$ cat config.mk
export PLATFORM = sky130hd
export DESIGN_NAME = song_sequencer_flat
export DESIGN_NICKNAME = d
export VERILOG_FILES = /design/src/rtl/song_sequencer_if.sv /design/src/rtl/song_sequencer.sv /design/src/flat_wrapper.sv
export SDC_FILE = /design/constraint.sdc
export NUM_CORES = 1
export LEC_CHECK = 0
export BUFFER_PORTS_ARGS = -buffer_cell sky130_fd_sc_hd__buf_4
export CAP_MARGIN = 10
export CORE_UTILIZATION = 55
export CTS_CLUSTER_SIZE = 24
export DETAILED_ROUTE_END_ITERATION = 6
export PLACE_DENSITY_LB_ADDON = 0.08
export SLEW_MARGIN = 20
export SYNTH_ARGS = -nofsm -noshare
export SYNTH_HDL_FRONTEND = slang
export SYNTH_SLANG_ARGS = --single-unit
$ cat constraint.sdc
create_clock -name iClk -period 6.32 [get_ports iClk]
set_input_delay 0 -clock iClk [delete_from_list [all_inputs] [get_ports iClk]]
set_output_delay 0 -clock iClk [all_outputs]
set_load 0.01 [all_outputs]
$ cat src/rtl/song_sequencer_if.sv
// Control, note-ROM and status signals of the song sequencer.
// The slave modport is the sequencer side; the master modport is the side
// that drives start/stop, selects songs, answers ROM reads and watches status.
interface song_sequencer_if;
  logic        iStart;
  logic        iStop;
  logic [3:0]  iSongSel;
  logic [7:0]  iKeyFreq;
  logic [11:0] oRomAddr;
  logic [15:0] iRomData;
  logic [7:0]  oFreqType;
  logic [7:0]  oProgress;
  logic [3:0]  oSongSelected;
  logic        oBusy;
  logic        oDone;

  modport slave (
    input  iStart, iStop, iSongSel, iKeyFreq, iRomData,
    output oRomAddr, oFreqType, oProgress, oSongSelected, oBusy, oDone
  );

  modport master (
    output iStart, iStop, iSongSel, iKeyFreq, iRomData,
    input  oRomAddr, oFreqType, oProgress, oSongSelected, oBusy, oDone
  );
endinterface

$ cat src/rtl/song_sequencer.sv
// Song sequencer: walks a note table in ROM (header word holds the note
// count, each note word holds freq type and duration in ticks), plays each
// note for its duration, and tracks percent-complete without a divider by
// repeated subtraction of the note count from a running remainder.
// Song 0 is free play: the live keyboard frequency is passed straight through.
module song_sequencer #(
  parameter int TICK_DIV = 1562500
) (
  input  logic            iClk,
  input  logic            iReset,
  song_sequencer_if.slave bus
);
  localparam int TickW = $clog2(TICK_DIV);
  localparam logic [TickW-1:0] TickLast = TickW'(TICK_DIV - 1);

  typedef enum logic [3:0] {
    IDLE, FREE, HDR_REQ, HDR_WAIT, NOTE_REQ, NOTE_WAIT, PLAY, PROG, DONE
  } state_t;

  state_t           state;
  logic [7:0]       noteCount;  // N from the song header
  logic [7:0]       noteIdx;    // notes fully played so far
  logic [7:0]       noteDur;    // duration of the current note in ticks
  logic [7:0]       durCnt;     // ticks elapsed in the current note
  logic [TickW-1:0] tickCnt;    // clock cycles elapsed in the current tick
  logic [8:0]       acc;        // remainder of noteIdx*100 not yet turned into percent
  logic [11:0]      songBase;

  assign songBase  = {bus.oSongSelected, 8'h00};
  assign bus.oBusy = (state != IDLE);

  // Playback FSM with all outputs registered; stop aborts from any active state.
  always_ff @(posedge iClk) begin
    if (iReset) begin
      state             <= IDLE;
      bus.oRomAddr      <= '0;
      bus.oFreqType     <= '0;
      bus.oProgress     <= '0;
      bus.oSongSelected <= '0;
      bus.oDone         <= 1'b0;
      noteCount         <= '0;
      noteIdx           <= '0;
      noteDur           <= '0;
      durCnt            <= '0;
      tickCnt           <= '0;
      acc               <= '0;
    end else begin
      bus.oDone <= 1'b0;
      if (bus.iStop && state != IDLE) begin
        state         <= IDLE;
        bus.oFreqType <= '0;
        bus.oProgress <= '0;
        tickCnt       <= '0;
        durCnt        <= '0;
      end else begin
        case (state)
          IDLE: begin
            if (bus.iStart && !bus.iStop) begin
              bus.oSongSelected <= bus.iSongSel;
              bus.oProgress     <= '0;
              if (bus.iSongSel == 4'd0) begin
                bus.oFreqType <= bus.iKeyFreq;
                state         <= FREE;
              end else begin
                bus.oRomAddr <= {bus.iSongSel, 8'h00};
                state        <= HDR_REQ;
              end
            end
          end
          FREE: begin
            bus.oFreqType <= bus.iKeyFreq;
            bus.oProgress <= '0;
          end
          HDR_REQ: state <= HDR_WAIT;
          HDR_WAIT: begin
            noteCount <= bus.iRomData[7:0];
            noteIdx   <= '0;
            acc       <= '0;
            if (bus.iRomData[7:0] == 8'd0) begin
              state <= DONE;
            end else begin
              bus.oRomAddr <= songBase + 12'd1;
              state        <= NOTE_REQ;
            end
          end
          NOTE_REQ: state <= NOTE_WAIT;
          NOTE_WAIT: begin
            noteDur <= bus.iRomData[7:0];
            if (bus.iRomData[7:0] == 8'd0) begin
              state <= DONE;
            end else begin
              bus.oFreqType <= bus.iRomData[15:8];
              tickCnt       <= '0;
              durCnt        <= '0;
              state         <= PLAY;
            end
          end
          PLAY: begin
            if (tickCnt == TickLast) begin
              tickCnt <= '0;
              if (durCnt == noteDur - 8'd1) begin
                noteIdx <= noteIdx + 8'd1;
                acc     <= acc + 9'd100;
                state   <= PROG;
              end else begin
                durCnt <= durCnt + 8'd1;
              end
            end else begin
              tickCnt <= tickCnt + 1'b1;
            end
          end
          PROG: begin
            if (acc >= {1'b0, noteCount}) begin
              acc           <= acc - {1'b0, noteCount};
              bus.oProgress <= bus.oProgress + 8'd1;
            end else if (noteIdx == noteCount) begin
              state <= DONE;
            end else begin
              bus.oRomAddr <= songBase + 12'd1 + {4'd0, noteIdx};
              state        <= NOTE_REQ;
            end
          end
          DONE: begin
            bus.oFreqType <= '0;
            bus.oProgress <= 8'd100;
            bus.oDone     <= 1'b1;
            state         <= IDLE;
          end
          default: state <= IDLE;
        endcase
      end
    end
  end
endmodule

$ cat src/flat_wrapper.sv
// flat-port wrapper written by rule: the top's interface ports become plain ports
module song_sequencer_flat 
#(
  parameter int TICK_DIV = 1562500
)
  (iClk, iReset, bus_iStart, bus_iStop, bus_iSongSel, bus_iKeyFreq, bus_iRomData, bus_oRomAddr, bus_oFreqType, bus_oProgress, bus_oSongSelected, bus_oBusy, bus_oDone);
  song_sequencer_if bus_i ();
  input  logic iClk;
  input  logic iReset;
  input wire logic [$bits(bus_i.iStart)-1:0] bus_iStart;
  input wire logic [$bits(bus_i.iStop)-1:0] bus_iStop;
  input wire logic [$bits(bus_i.iSongSel)-1:0] bus_iSongSel;
  input wire logic [$bits(bus_i.iKeyFreq)-1:0] bus_iKeyFreq;
  input wire logic [$bits(bus_i.iRomData)-1:0] bus_iRomData;
  output wire logic [$bits(bus_i.oRomAddr)-1:0] bus_oRomAddr;
  output wire logic [$bits(bus_i.oFreqType)-1:0] bus_oFreqType;
  output wire logic [$bits(bus_i.oProgress)-1:0] bus_oProgress;
  output wire logic [$bits(bus_i.oSongSelected)-1:0] bus_oSongSelected;
  output wire logic [$bits(bus_i.oBusy)-1:0] bus_oBusy;
  output wire logic [$bits(bus_i.oDone)-1:0] bus_oDone;
  assign bus_i.iStart = bus_iStart;
  assign bus_i.iStop = bus_iStop;
  assign bus_i.iSongSel = bus_iSongSel;
  assign bus_i.iKeyFreq = bus_iKeyFreq;
  assign bus_i.iRomData = bus_iRomData;
  assign bus_oRomAddr = bus_i.oRomAddr;
  assign bus_oFreqType = bus_i.oFreqType;
  assign bus_oProgress = bus_i.oProgress;
  assign bus_oSongSelected = bus_i.oSongSelected;
  assign bus_oBusy = bus_i.oBusy;
  assign bus_oDone = bus_i.oDone;
  song_sequencer #(.TICK_DIV(TICK_DIV)) u_core (.iClk(iClk), .iReset(iReset), .bus(bus_i));
endmodule
Yosys cells after proc, flatten, opt, wreduce, memory -nomap -nowiden
Cells that the tools add are included.

Flip-flop bits (word level): 99. Output and inout bits: 34.

Magnitude comparators: 1. Equal/unequal tests: 22. Muxes and demuxes: 37. Reductions and logical operators: 25. Bitwise gates (word level): 2. $add $sub $neg: 9.

Operators with widths (count): $mux 8 (10); $pmux 8 s4 (2); $mux 12 (5); $mux 21 (2); $pmux 21 s2 (1); $pmux 12 s3 (1); $pmux 4 s8 (1); $pmux 8 s2 (2); $mux 4 (7); $mux 9 (3); $pmux 9 s3 (1); $add 8x1->8 const B (3); $add 21x1->21 const B (1); $eq 21x21->1 const B (1); $eq 4x3->1 const B (4); $eq 8x8->1 (2); $add 12x1->12 const B (1); $add 12x8->12 (1); $ne 2x2->1 const B (6); $reduce_and 4->1 (3); $reduce_bool 4->1 (3); $ne 2x1->1 const B (5); $reduce_and 5->1 (2); $add 9x7->9 const B (1); 19 further kinds (28).

Depth between registers and ports, before layout
Gate-level depths: netlist (run 1).

Depth after elaboration: 5. Mapped depth: 10. Depth with buffers taken out: 10.

Least setup slack after synthesis (run 1)
Ideal clock, no wire load.

Kind: flip-flop to flip-flop. From: register u_core.noteCount[6]. To: register u_core.bus.oRomAddr[1]. Required time: 6.192 ns. Setup time: 0.128 ns. Slack: 3.873 ns. Arrival: 2.320 ns. Cell stages (with the launch flop): 11. Cells stage by stage: dfxtp_1 -> inv_1 -> ha_1 -> a21o_1 -> and2_1 -> or2_2 -> nor3_1 -> o221ai_1 -> clkbuf_1 -> a22oi_1 -> nor2_1.

Longest elaborated chain between the ends: 3. Elaborated cells between the ends (all ways): 5.

Ends and longest elaborated chain: start: declaration (line song_sequencer.sv:21) `logic [7:0] noteCount;`; start signal: assignment (line song_sequencer.sv:76) `noteCount <= bus.iRomData[7:0];`; $ge 9x8->1 or $eq 8x8->1 (tied branches) (line song_sequencer.sv:113, song_sequencer.sv:116); $ne 2x2->1 (no source line); $reduce_and 7->1 (no source line) (*); end signal: assignment (line song_sequencer.sv:65) `bus.oRomAddr <= {bus.iSongSel, 8'h00};`; end signal: assignment (line song_sequencer.sv:82) `bus.oRomAddr <= songBase + 12'd1;`; end signal: assignment (line song_sequencer.sv:119) `bus.oRomAddr <= songBase + 12'd1 + {4'd0, noteIdx};`; end: declaration (line song_sequencer_if.sv:19) `output oRomAddr, oFreqType, oProgress, oSongSelected, oBusy, oDone`.

Mark *: on every way between the ends. The rest lies on a longest branch, timed or not. A chain may end at the register's enable or synchronous reset.

Final worst setup path (run 1)
From: register u_core.state[2]. To: register u_core.durCnt[3].

Longest elaborated chain between the ends: 3. Elaborated cells between the ends (all ways): 11.

Ends and longest elaborated chain: start: declaration (line song_sequencer.sv:20) `state_t state;`; start signal: assignment (line song_sequencer.sv:35) `state <= IDLE;`; start signal: assignment (line song_sequencer.sv:50) `state <= IDLE;`; start signal: assignment (line song_sequencer.sv:63) `state <= FREE;`; $eq 4x3->1 or $reduce_bool 4->1 (tied branches) (line song_sequencer.sv:56, song_sequencer.sv:49); $ne 2x2->1 (no source line), or another cell as far along; $reduce_and 4->1 (no source line) or $reduce_or 2->1 (tied branches); end signal: assignment (line song_sequencer.sv:106) `durCnt <= durCnt + 8'd1;`; end: declaration (line song_sequencer.sv:24) `logic [7:0] durCnt;`.

Parallel ways exist; a longest one is shown, timed or not.

==> run summary, run 1 <==
The buffer depth of the longest clock path is 2. The number of nets still failing antenna checks after routing came out at 0. The fraction of synthesis flops using an asynchronous set or reset pin is 0%. The flow ran to the end, and the final reports show no timing, DRC or antenna violations. The placed wire-length estimate after detailed placement is 11,400 microns. In this run the clock root is driven by a clkbuf_8.

The arrival time of the worst setup path came out at 3.58 ns. The static leakage came out at 2.506 nW. In this run switching power makes up 35.55% of total power.

Routability-driven placement finished with a final weighted congestion of 0.9340. The post-cts hold buffer count is 22. The most frequent cell after synthesis is dfxtp_1.

The sequential cells in the finished layout cover a total of 1982 sq um. The via count of the first global-routing pass is 5,409. The peak ir drop on the vdd network came out at 0.1896 mV. In this run the worst hold path is classified as in2reg. The final worst clock skew is 0.01088 ns. The clock transition at the registers of the reported paths came out at 0.10 ns.

The H-tree depth reported by CTS came out at 3. The fmax came out at 0.3067 GHz. The starting density of the core came out at 57.74%. Of the total power, combinational logic draws 30.1%.

The cell count after placement is 897. The CTS sink count came out at 99. The cell-internal power is 0.001096 W.

The number of detailed-route iterations in the first pass came out at 7. The violation count after the first detailed-route iteration is 362. The sequential element share of the synthesized area is 34.64%. In this run the power spent charging and discharging nets is 0.0006046 W. The antenna diode count is 0.

In this run the worst setup path terminates at u_core.durCnt[3]$_SDFFE_PP0P_. The data required time of the worst path came out at 6.63 ns. The width of the chip is 104.0 microns. The area occupied by multi-input gates is 3523 sq um. The post-CTS resize count is 0. In this run the tightest slew margin relative to its limit is 27.53%. The share of Yosys cell area claimed by the top area cell type came out at 34.64%. The mapped netlist covers 5722 sq um. The synthesized netlist cell count is 730. The final non-filler cell area is 6728 sq um. At the pin with the least slew margin, the transition time is 1.080 ns. By startpoint and endpoint, the worst setup path is classified as reg2reg. The global-route congestion overflow total came out at 0. The power share of the sequential group is 41.6%.

The maximum number of pins on one net before global-route repair is 45. Tracing the worst setup path back leads to its startpoint at u_core.state[2]$_SDFFE_PP0P_. After floorplanning, the core was divided into 36 placement rows. The count of endpoints failing setup in the final report is 0. The average vias per placed instance came out at 6.149. The final period demand of the worst path is 3.261 ns.

The setup slack of the worst register-to-register path came out at 3.06 ns. Counting flops with a built-in enable in the synthesized netlist gives 0. The number of pins with negative max-slew slack in the final report is 0. The number of warnings printed during yosys synthesis came out at 0. The die outline area is 10,820 sq um. The share of final-layout standard cells stronger than drive strength 1 is 12.45%. The most area-hungry cell type in the Yosys netlist is dfxtp_1. The total area inside the core boundary comes to 9910 sq um.

The per-cell routed wire length is 17.09 microns. The net count after synthesis is 777. The final layout net count came out at 845. The signed area change from the synthesized netlist to the final layout came out at 17.58%. The top fanout value on the critical path is 22. Sorting the synthesized cells by how often they occur yields dfxtp_1, nor2_1, nand2_1. The startpoint type of the worst setup path is a flip-flop. The share of power burned in the clock network came out at 28.3%. The power density over cell area is 252.8 nW/um^2.

Wires add up to 16,000 microns. The endpoint of the worst register-to-register path is u_core.durCnt[3]$_SDFFE_PP0P_. The global-route wire length before repair came out at 26,140 microns. In the synthesized netlist the dominant register cell turns out to be dfxtp_1. For this run, design rule violations remaining after detail routing come to 0.

The instance area at placement is 6265 sq um. The I/O pin count is 66. The flip-flop and latch count after synthesis is 99. The routed layout has 5,755 vias.

The combined global-route utilization of all metal layers came out at 29.79%. The fill cell instance count of the final layout is 826. The port buffer count is 65. The post-CTS setup buffer count came out at 0. The max-capacitance violation count is 0. The final cycle utilization of the critical path came out at 51.59%. By area the synthesized netlist is led by dfxtp_1, nor2_1, a21oi_1. The type of destination of the critical path is a flip-flop. Measured in cells, the most critical reg-to-reg path has a length of 7. The startpoint identified for the worst register-to-register timing path is u_core.state[2]$_SDFFE_PP0P_. The post-route worst hold slack is 0.01581 ns. The insertion delay to the later sink of the worst-skew pair is 0.39 ns.

TritonCTS built the clock tree. The post-synthesis cell type count is 67. Setup repair after global routing left no endpoint under its margin. The number of hold violations in the final report is 0.

The number of antenna violations at the first check in global routing came out at 0. The synthesized area per cell is 7.838 sq um. The floorplan step set the die height to 104.0 microns.

The post-route non-filler standard cell count came out at 936. The accumulated negative setup slack is 0 ns. The clock buffer count from CTS is 9.
## worst max-delay path, cell delays in order (launching register included)
cell	delay [ns]
dfxtp_1	0.73
nand2b_1	0.24
nor3_4	0.65
nand2_1	0.21
nand2_1	0.29
nand2_1	0.33
or4_1	0.56
a21oi_1	0.15
## stage by stage
step / util (%) / power, W / setup WS [ns]
floorplan: - / 0.001049 / 3.873
global placement: 63.22 / 0.001191 / 3.350
detailed placement: 63.22 / 0.001206 / 3.183
CTS: 67.82 / 0.001697 / 3.140
global route: 67.89 / 0.001786 / 2.724
finish: 67.89 / 0.001701 / 3.059
## state kept, by name, summed over array words and instances (netlist names)
| register | flops |
|---|---|
| u_core.acc | 9 |
| u_core.bus.oDone | 1 |
| u_core.bus.oFreqType | 8 |
| u_core.bus.oProgress | 8 |
| u_core.bus.oRomAddr | 12 |
| u_core.bus.oSongSelected | 4 |
| u_core.durCnt | 8 |
| u_core.noteCount | 8 |
| u_core.noteDur | 8 |
| u_core.noteIdx | 8 |
| u_core.state | 4 |
| u_core.tickCnt | 21 |
## cell type report
| type | instances | area share, % |
|---|---|---|
| Clock buffer | 11 | 2.250 |
| Clock inverter | 5 | 1.246 |
| Inverter | 20 | 1.116 |
| Multi-Input combinational cell | 576 | 52.37 |
| Sequential cell | 99 | 29.46 |
| Tap cell | 133 | 2.474 |
| Timing Repair Buffer | 92 | 11.08 |
## worst min-delay path by stage
stage                startpoint                                        to  slack [ns]  depth (start not counted)
2_1_floorplan   bus_iSongSel[0]  u_core.bus.oSongSelected[0]$_SDFFE_PP0P_        0.14                          2
3_3_place_gp    bus_iSongSel[0]  u_core.bus.oSongSelected[0]$_SDFFE_PP0P_        0.25                          3
3_5_place_dp    bus_iSongSel[0]  u_core.bus.oSongSelected[0]$_SDFFE_PP0P_        0.26                          3
4_1_cts        bus_iRomData[13]      u_core.bus.oFreqType[5]$_SDFFE_PP0P_       0.003                          5
5_1_grt                  iReset          u_core.noteCount[2]$_SDFFE_PP0P_        0.05                          2
6_report       bus_iRomData[13]      u_core.bus.oFreqType[5]$_SDFFE_PP0P_        0.02                          5
## cell families (layout without fill, tap and decap cells)
group | after synthesis | after routing | synth area share, %
and+or+nand+nor | 310 | 310 | 26.92
AOI/OAI and AO/OA | 197 | 197 | 22.28
DFF | 99 | 99 | 34.64
buffers and inverters | 55 | 128 | 3.783
xor gates and xnor gates | 33 | 33 | 5.292
muxes | 21 | 21 | 3.674
adders and majority gates | 15 | 15 | 3.411
## layer usage
| metal | up-vias | share of wire, % | global-route usage [%] |
|---|---|---|---|
| li1 | 2797 | - | - |
| met1 | 2704 | 43 | 37.53 |
| met2 | 224 | 49 | 50.52 |
| met3 | 30 | 6.1 | 6.015 |
| met4 | 0 | 2.0 | 10.31 |
| met5 | - | 0 | 0 |
## power by group through the flow
stage / Clock (W) / Sequential [W] / Combinational, W
global placement: 0 / 0.000716 / 0.000475
global route: 0.000512 / 0.000714 / 0.000560
floorplan: 0 / 0.000700 / 0.000349
detailed placement: 0 / 0.000719 / 0.000487
finish: 0.000481 / 0.000707 / 0.000512
CTS: 0.000491 / 0.000705 / 0.000501
## layout by cell type, fill, tap and decap left out, drive strengths merged, types with 4 or more instances in the layout
master	count
a22oi	18
a21oi	68
buf	69
nor4	9
nand4	14
a211oi	7
nand2b	5
nand3b	6
clkbuf	12
nand3	33
or2	5
a211o	5
o32ai	4
nor2b	7
and3	15
o21a	5
xnor2	24
ha	14
a21boi	5
inv	21
dlygate4sd3	22
or4	5
or3	7
and2	6
mux2i	21
nor3	19
dfxtp	99
xor2	8
a21o	4
nand2	69
nor3b	4
a311oi	7
o31ai	5
nor2	95
o21ai	42
Power figures use the tool's default switching activity.
==> inputs of run 2 (changes only) <==
ABC_AREA = 1   (was default)
CORE_UTILIZATION = 54   (was 55)
clock period = 2.81 ns   (was 6.32 ns; I/O delays follow)
==> run 2 against run 1 <==
Compared with the run above:
- clock skew grew 0.0040 ns
- power grew to 2.7 times the previous value
- synthesized area grew 4.7%
- critical path depth grew 3
- wire length shrank 1.3%
- clock-buffer cell count is the same
- setup slack lost 2.6 ns
- sequential power grew 140%
- sequential cell count is the same
- via count grew 7.6%
- global-route usage shrank 1.3 points
- register-to-register slack lost 2.6 ns
- critical endpoint is now u_core.noteIdx[1]$_SDFFE_PP0P_
- largest cell class unchanged
- highest routed layer unchanged
==> run summary, run 2 <==
The height of the die came to 107.3 microns (+3.2%). The antenna diode count came out at 0 (unchanged). The top fanout value on the critical path is 14 (-36%).

The final worst clock skew was 0.01486 ns (+0.003987 ns). The post-synthesis cell type count is 42 (-37%). The placer congestion estimate is 0.9124 (-2.3%). The number of pins with negative max-slew slack in the final report came out at 0 (unchanged). The net count after synthesis came out at 973 (+25%).

The arrival time of the worst setup path came out at 2.59 ns (-0.99 ns). The delay contributed by the slowest stage of the critical path is 0.44 ns (-0.29 ns). The CTS sink count was 99 (unchanged). The final cycle utilization of the critical path came out at 82.17% (+31 points). The standard cell core area is 10,840 sq um (+9.4%). Among cell families on the critical path, the largest total delay comes from simple AND/OR/NAND/NOR gates. The net load switching power came out at 0.001944 W (+220%). The global-route wire length before repair is 26,050 microns (-0.37%).

The synthesized area per cell was 6.468 sq um (-17%). The category of the most critical setup path is reg2reg. The cell area after synthesis was 5989 sq um (+4.7%). The die outline area came to 11,520 sq um (+6.5%). TritonCTS built the clock tree. The average vias per placed instance is 5.430 (-12%).

The flip-flop and latch count after synthesis is 99 (unchanged). The worst setup path is captured at a flip-flop. The starting density of the core came out at 55.25% (-2.5 points).

STA classifies the critical path startpoint as a flip-flop. The number of design rule violations left after detail routing came to 0 (unchanged). The global-route congestion overflow total is 0 (unchanged). The fmax is 0.4331 GHz (+41%).

The number of enable flip-flop cells after synthesis came out at 0 (unchanged). The most area-hungry cell type in the Yosys netlist is dfxtp_1. The max-capacitance violation count is 0 (unchanged). The number of placement rows came to 38 (+5.6%).

The clock transition at the registers of the reported paths was 0.10 ns (about the same). The root cell of the clock tree is clkbuf_8. The run finished with clean final reports. The combined global-route utilization of all metal layers is 28.45% (-1.3 points). The share of final-layout standard cells stronger than drive strength 1 is 11.60% (-0.85 points). The data required time of the worst path is 3.09 ns (-3.54 ns). The width of the chip is 107.3 microns (+3.2%).

The share of Yosys cell area claimed by the top area cell type is 33.09% (-1.5 points). The switching part of the total power is 41.61% (+6.1 points). The worst hold path belongs to the class in2reg. The most frequent standard cell in the layout excluding fill and tap cells is nand2_1. The pin slew with the least headroom to its limit is 0.7388 ns (-0.3410 ns). The number of antenna violations at the first check in global routing is 0 (unchanged). The static leakage is 2.953 nW (+18%). The power share of the sequential group came out at 36.6% (-5.0 points). The combinational group share of total power is 43.3% (+13 points).

The synthesized netlist cell count came out at 926 (+27%). The power density over cell area came out at 677.0 nW/um^2 (+170%). In the post-synthesis netlist, the biggest area contributors are dfxtp_1, nand2_1, nor2_1. The final layout net count came out at 1,042 (+23%). The buffer depth of the longest clock path came out at 2 (unchanged). The port buffer count came out at 65 (unchanged). The worst path buffer plus inverter count is 2 (+2).

The accumulated negative setup slack was 0 ns (unchanged). The largest registers in the layout are u_core.tickCnt: 21 flops, u_core.bus.oRomAddr: 12 flops, u_core.acc: 9 flops. The share of power burned in the clock network came out at 20.1% (-8.2 points).

The most used flip-flop cell after synthesis is dfxtp_1. The cell count after placement came out at 1,111 (+24%). Setup repair after global routing left no endpoint under its margin. The number of warnings printed during yosys synthesis came out at 0 (unchanged). The cell type of the slowest stage on the worst timing path is dfxtp_1. The cell-internal power came to 0.002728 W (+150%). The sequential element share of the synthesized area came out at 33.09% (-1.5 points). The number of detailed-route iterations in the first pass is 7 (unchanged). The post-route non-filler standard cell count came out at 1,140 (+22%). The worst max-slew margin expressed relative to the limit is 50.70% (+23 points).

The peak ir drop on the vdd network came out at 0.3669 mV (+94%). The via count of the first global-routing pass is 5,550 (+2.6%). The final period demand of the worst path is 2.309 ns (-0.9516 ns). In the synthesized netlist, the cells that appear most often are nand2_1, nor2_1, inv_1. The via total after detailed routing was 6,190 (+7.6%). The post-detailed-routing wire length is 15,790 microns (-1.3%). The per-cell routed wire length came out at 13.85 microns (-19%). The number of nets still failing antenna checks after routing is 0 (unchanged). More flip-flops sit in one register than any other, and that register is u_core.tickCnt. The violation count after the first detailed-route iteration is 444 (+23%). Walking the worst path, the cells encountered are nand2_1 > nor2_1 > inv_1 > nor2_4 > inv_2 > nor2_1 > o21a_1 > nand2_2 > nand2_1 > a21oi_1. By instance count, the leading cell after synthesis is nand2_1. The number of hold violations in the final report came out at 0 (unchanged). The I/O pin count is 66 (unchanged). The flip-flop count of the largest register, all copies and words added was 21 (unchanged). In the layout the commonest cells are nand2_1, nor2_1, inv_1, dfxtp_1, a21oi_1. The clock buffer count from CTS was 9 (unchanged). The insertion delay to the later sink of the worst-skew pair came out at 0.39 ns (about the same). The count of endpoints failing setup in the final report was 0 (unchanged).

The H-tree depth reported by CTS came to 3 (unchanged). The fraction of synthesis flops using an asynchronous set or reset pin was 0% (unchanged). The maximum number of pins on one net before global-route repair is 33 (-27%). The signed area change from the synthesized netlist to the final layout is 15.23%. The placed wire-length estimate after detailed placement is 11,440 microns (+0.35%).
[run 2: cell count changes after synthesis, moves of 10 or more]
| cell | before | now |
|---|---|---|
| nor2_1 | 94 | 123 |
| xnor2_1 | 24 | 9 |
| nand4_1 | 14 | 32 |
| buf_2 | 1 | 11 |
| nand3_1 | 33 | 77 |
| inv_1 | 20 | 111 |
| a22oi_1 | 18 | 0 |
| and3_1 | 15 | 3 |
| nand2_1 | 69 | 189 |
| clkbuf_1 | 32 | 11 |
| mux2i_1 | 21 | 0 |
| a21oi_1 | 68 | 91 |
| o21ai_0 | 41 | 53 |
[run 2: layout make-up]
class / instances / area, sq um
Clock buffer: 11 / 141.4
Inverter: 117 / 439.2
Multi-Input combinational cell: 681 / 3426
Tap cell: 140 / 175.2
Sequential cell: 99 / 1982
Timing Repair Buffer: 87 / 685.7
Fill cell: 1054 / 3939
Clock inverter: 5 / 52.55
[run 2: worst paths after layout]
| kind | to | startpoint | slack (ns) | cells after the start |
|---|---|---|---|---|
| worst min-delay path | u_core.bus.oFreqType[0]$_SDFFE_PP0P_ | bus_iRomData[8] | 0.01 | 5 |
| worst min register to register | u_core.bus.oRomAddr[4]$_SDFFE_PP0P_ | u_core.bus.oRomAddr[4]$_SDFFE_PP0P_ | 0.47 | 2 |
| worst max register to register | u_core.noteIdx[1]$_SDFFE_PP0P_ | u_core.state[2]$_SDFFE_PP0P_ | 0.50 | 10 |
| worst max-delay path | u_core.noteIdx[1]$_SDFFE_PP0P_ | u_core.state[2]$_SDFFE_PP0P_ | 0.50 | 10 |
[run 2: stage by stage]
stage          power, W  util, %  hold slack (ns)  cell area (sq um)  worst slack, ns
6_report       0.004672    63.67          0.01490               6902           0.5011
5_1_grt        0.005015    63.67          0.04774               6902           0.2251
4_1_cts        0.004680    63.64         0.001224               6899           0.3775
3_5_place_dp   0.003726    60.65           0.2797               6575           0.4105
3_3_place_gp   0.003715    60.65           0.2663               6575           0.5074
2_1_floorplan  0.003201        -           0.1349               5989           0.9226
[run 2: kinds of logic (layout without fill, tap and decap cells)]
| kind of cell | Yosys count | in the layout | synth area share, % |
|---|---|---|---|
| compound gates | 168 | 168 | 14.94 |
| xor+xnor | 23 | 23 | 3.363 |
| fa+ha+maj | 15 | 15 | 3.259 |
| buf+inv | 146 | 220 | 9.756 |
| flops | 99 | 99 | 33.09 |
| simple gates | 475 | 475 | 35.60 |
[run 2: per-layer routing]
| metal | vias to the layer above | wire length (microns) | global-route usage, % |
|---|---|---|---|
| met3 | 36 | 704 | 3.935 |
| met5 | - | 0 | 0 |
| li1 | 3188 | - | - |
| met2 | 190 | 7317 | 45.67 |
| met4 | 0 | 463 | 13.50 |
| met1 | 2776 | 7307 | 37.65 |
[run 2: power groups by stage]
stage,Combinational [W],Sequential (W),Clock [W]
global route,0.00228,0.00173,0.00100
CTS,0.00201,0.00171,0.000959
floorplan,0.00144,0.00176,0
global placement,0.00198,0.00174,0
detailed placement,0.00199,0.00174,0
finish,0.00202,0.00171,0.000940
[run 2: what timing repair did]
action,in CTS,in global routing
resized for setup,0,0
hold buffers,13,0
setup buffers,0,0
hold endpoints to repair,31,0
endpoints found under the setup margin,0,0
[run 2: worst register-to-register path: cells and delay by family, from the launching register on]
kind | cells | cell delay [ns]
simple gates | 6 | 1.11
flops | 1 | 0.44
compound gates | 2 | 0.41
buf+inv | 2 | 0.26
==> inputs of run 3 (changes only) <==
CORE_UTILIZATION = 55   (was 54)
clock period = 2.2 ns   (was 2.81 ns; I/O delays follow)
==> run 3 against run 2 <==
Compared with the run above:
- sequential power increased by 27%
- critical path depth is 2 higher
- sequential cell count unchanged
- non-clock buffer count grew 20
- largest cell class unchanged
- largest power group unchanged
==> run summary, run 3 (synthesized netlist as in run 2, its figures left out) <==
The run finished with clean final reports. The number of pins with negative max-slew slack in the final report came out at 0 (unchanged). The static leakage is 3.076 nW (+4.2%).

More flip-flops sit in one register than any other, and that register is u_core.tickCnt. The global-route wire length before repair was 25,560 microns (-1.9%). The number of placement rows is 37 (-2.6%). The arrival time of the worst setup path came out at 2.36 ns (-0.23 ns).

The share of final-layout standard cells stronger than drive strength 1 came out at 13.91% (+2.3 points). The final period demand of the worst path came to 2.084 ns (-0.2254 ns). The maximum number of pins on one net before global-route repair is 33 (unchanged). The pin slew with the least headroom to its limit is 0.6525 ns (-0.08629 ns). The top fanout value on the critical path is 10 (-4). The final cycle utilization of the critical path was 94.71% (+13 points). The number of cells traversed by the worst hold path was 5 (unchanged). The violation count after the first detailed-route iteration came to 389 (-12%). The placer congestion estimate came out at 0.8978 (-1.6%). The signed area change from the synthesized netlist to the final layout is 19.24%. The number of nets still failing antenna checks after routing came out at 0 (unchanged).

The clock transition at the registers of the reported paths came out at 0.09 ns (about the same). The largest registers in the layout are u_core.tickCnt: 21 flops, u_core.bus.oRomAddr: 12 flops, u_core.acc: 9 flops. The final layout net count came out at 1,064 (+2.1%). The buffer depth of the longest clock path was 2 (unchanged). The die outline area came out at 11,310 sq um (-1.8%). The H-tree depth reported by CTS is 3 (unchanged). The width of the chip is 106.4 microns (-0.89%). The sequential cell area came out at 1982 sq um (unchanged). The via total after detailed routing came to 6,249 (+0.95%). The insertion delay to the later sink of the worst-skew pair came out at 0.38 ns (about the same). The TritonCTS clock tree is built. The antenna diode count came out at 0 (unchanged). The accumulated negative setup slack came out at 0 ns (unchanged). The flip-flop count of the largest register, all copies and words added came to 21 (unchanged). The per-cell routed wire length came out at 13.45 microns (-2.9%). The peak ir drop on the vdd network is 0.5342 mV (+46%). The path type of the worst min-delay path is in2reg. The CTS sink count came out at 99 (unchanged). The post-route worst hold slack came out at 0.01541 ns (+0.0005082 ns).

The number of hold violations in the final report is 0 (unchanged). The number of cells on the worst reg-to-reg path came out at 12 (+2). The via count of the first global-routing pass is 5,665 (+2.1%). The global-route congestion overflow total came out at 0 (unchanged). The number of antenna violations at the first check in global routing is 0 (unchanged). The I/O pin count came out at 66 (unchanged). The combined global-route utilization of all metal layers is 28.21% (-0.24 points). The type of destination of the critical path is a flip-flop. The average vias per placed instance came out at 5.401 (-0.53%). The post-route non-filler standard cell count is 1,157 (+1.5%). The cell count after placement is 1,127 (+1.4%). In this run the clock root is driven by a clkbuf_8. The placed wire-length estimate after detailed placement is 11,350 microns (-0.76%). The height of the die came to 106.4 microns (-0.89%). The fill cell instance count of the final layout came out at 935 (-11%). The data required time of the worst path was 2.48 ns (-0.61 ns). The area occupied by multi-input gates came out at 3490 sq um (+1.9%).

The category of the most critical setup path is reg2reg. The clock buffer count from CTS is 9 (unchanged). The worst max-slew margin expressed relative to the limit came out at 56.45% (+5.8 points). The number of design rule violations left after detail routing came out at 0 (unchanged). The power density over cell area is 865.4 nW/um^2 (+28%).

In the layout the commonest cells are nand2_1, nor2_1, inv_1, dfxtp_1, buf_4. The final worst clock skew came out at 0.01077 ns (-0.004095 ns). The count of endpoints failing setup in the final report came to 0 (unchanged). The standard cell core area came to 10,460 sq um (-3.5%).

The starting density of the core came out at 57.25% (+2.0 points). The number of detailed-route iterations in the first pass is 5 (-2). STA classifies the critical path startpoint as a flip-flop. The post-detailed-routing wire length came out at 15,560 microns (-1.5%). The fmax was 0.4800 GHz (+11%).

The most frequent standard cell in the layout excluding fill and tap cells is nand2_1. The port buffer count is 65 (unchanged). The max-capacitance violation count came out at 0 (unchanged).
run 3: layout make-up:
class	count	share of cell area, %
clock inverter	1	0.4205
inverter	117	6.149
clock buffer	14	2.558
timing repair buffer	107	11.88
multi-input combinational	683	48.86
tap	136	2.383
sequential	99	27.75
run 3: critical path: stages, from the launching register on:
cell     delay (ns)
dfxtp_1        0.35
inv_1          0.06
ha_1           0.33
a21oi_1        0.21
nand2_1        0.09
nand2_1        0.06
nand2_1        0.06
nand2_1        0.10
nand2_1        0.12
nand2_4        0.16
nand3_2        0.19
a21oi_1        0.19
nor2_1         0.05
run 3: per-layer routing:
metal,routed length (microns),vias to the layer above,track usage (%)
met1,7316,2801,35.73
met4,368,0,9.921
met5,0,-,0
li1,-,3238,-
met2,7101,179,46.80
met3,776,31,6.499
run 3: what timing repair did:
| item | in CTS | in global routing |
|---|---|---|
| endpoints found under the hold margin | 31 | 0 |
| hold buffers | 13 | 0 |
| gates resized for setup | 0 | 12 |
| endpoints found under the setup margin | 0 | 29 |
| setup buffers | 0 | 0 |
run 3: path summary, 6_finish.rpt:
kind / startpoint / endpoint / slack [ns]
setup / recovery: u_core.noteCount[2]$_SDFFE_PP0P_ / u_core.bus.oRomAddr[6]$_SDFFE_PP0P_ / 0.12
hold / removal: bus_iRomData[14] / u_core.bus.oFreqType[6]$_SDFFE_PP0P_ / 0.02
setup reg to reg: u_core.noteCount[2]$_SDFFE_PP0P_ / u_core.bus.oRomAddr[6]$_SDFFE_PP0P_ / 0.12
hold reg to reg: u_core.bus.oRomAddr[5]$_SDFFE_PP0P_ / u_core.bus.oRomAddr[5]$_SDFFE_PP0P_ / 0.47
run 3: through the flow:
step / setup WS [ns] / area, sq um / utilization, % / power (W)
after CTS: 0.06490 / 7076 / 67.63 / 0.006105
after global placement: 0.1274 / 6733 / 64.35 / 0.004799
final: 0.1165 / 7142 / 68.26 / 0.006181
after floorplan: 0.3126 / 5989 / - / 0.004089
after detailed placement: 0.09250 / 6733 / 64.35 / 0.004813
after global routing: -0.003095 / 7142 / 68.26 / 0.006649
run 3: power by group:
group / internal [W] / switching, W
Clock: 0.000645 / 0.000623
Sequential: 0.00200 / 0.000180
Combinational: 0.00103 / 0.00170
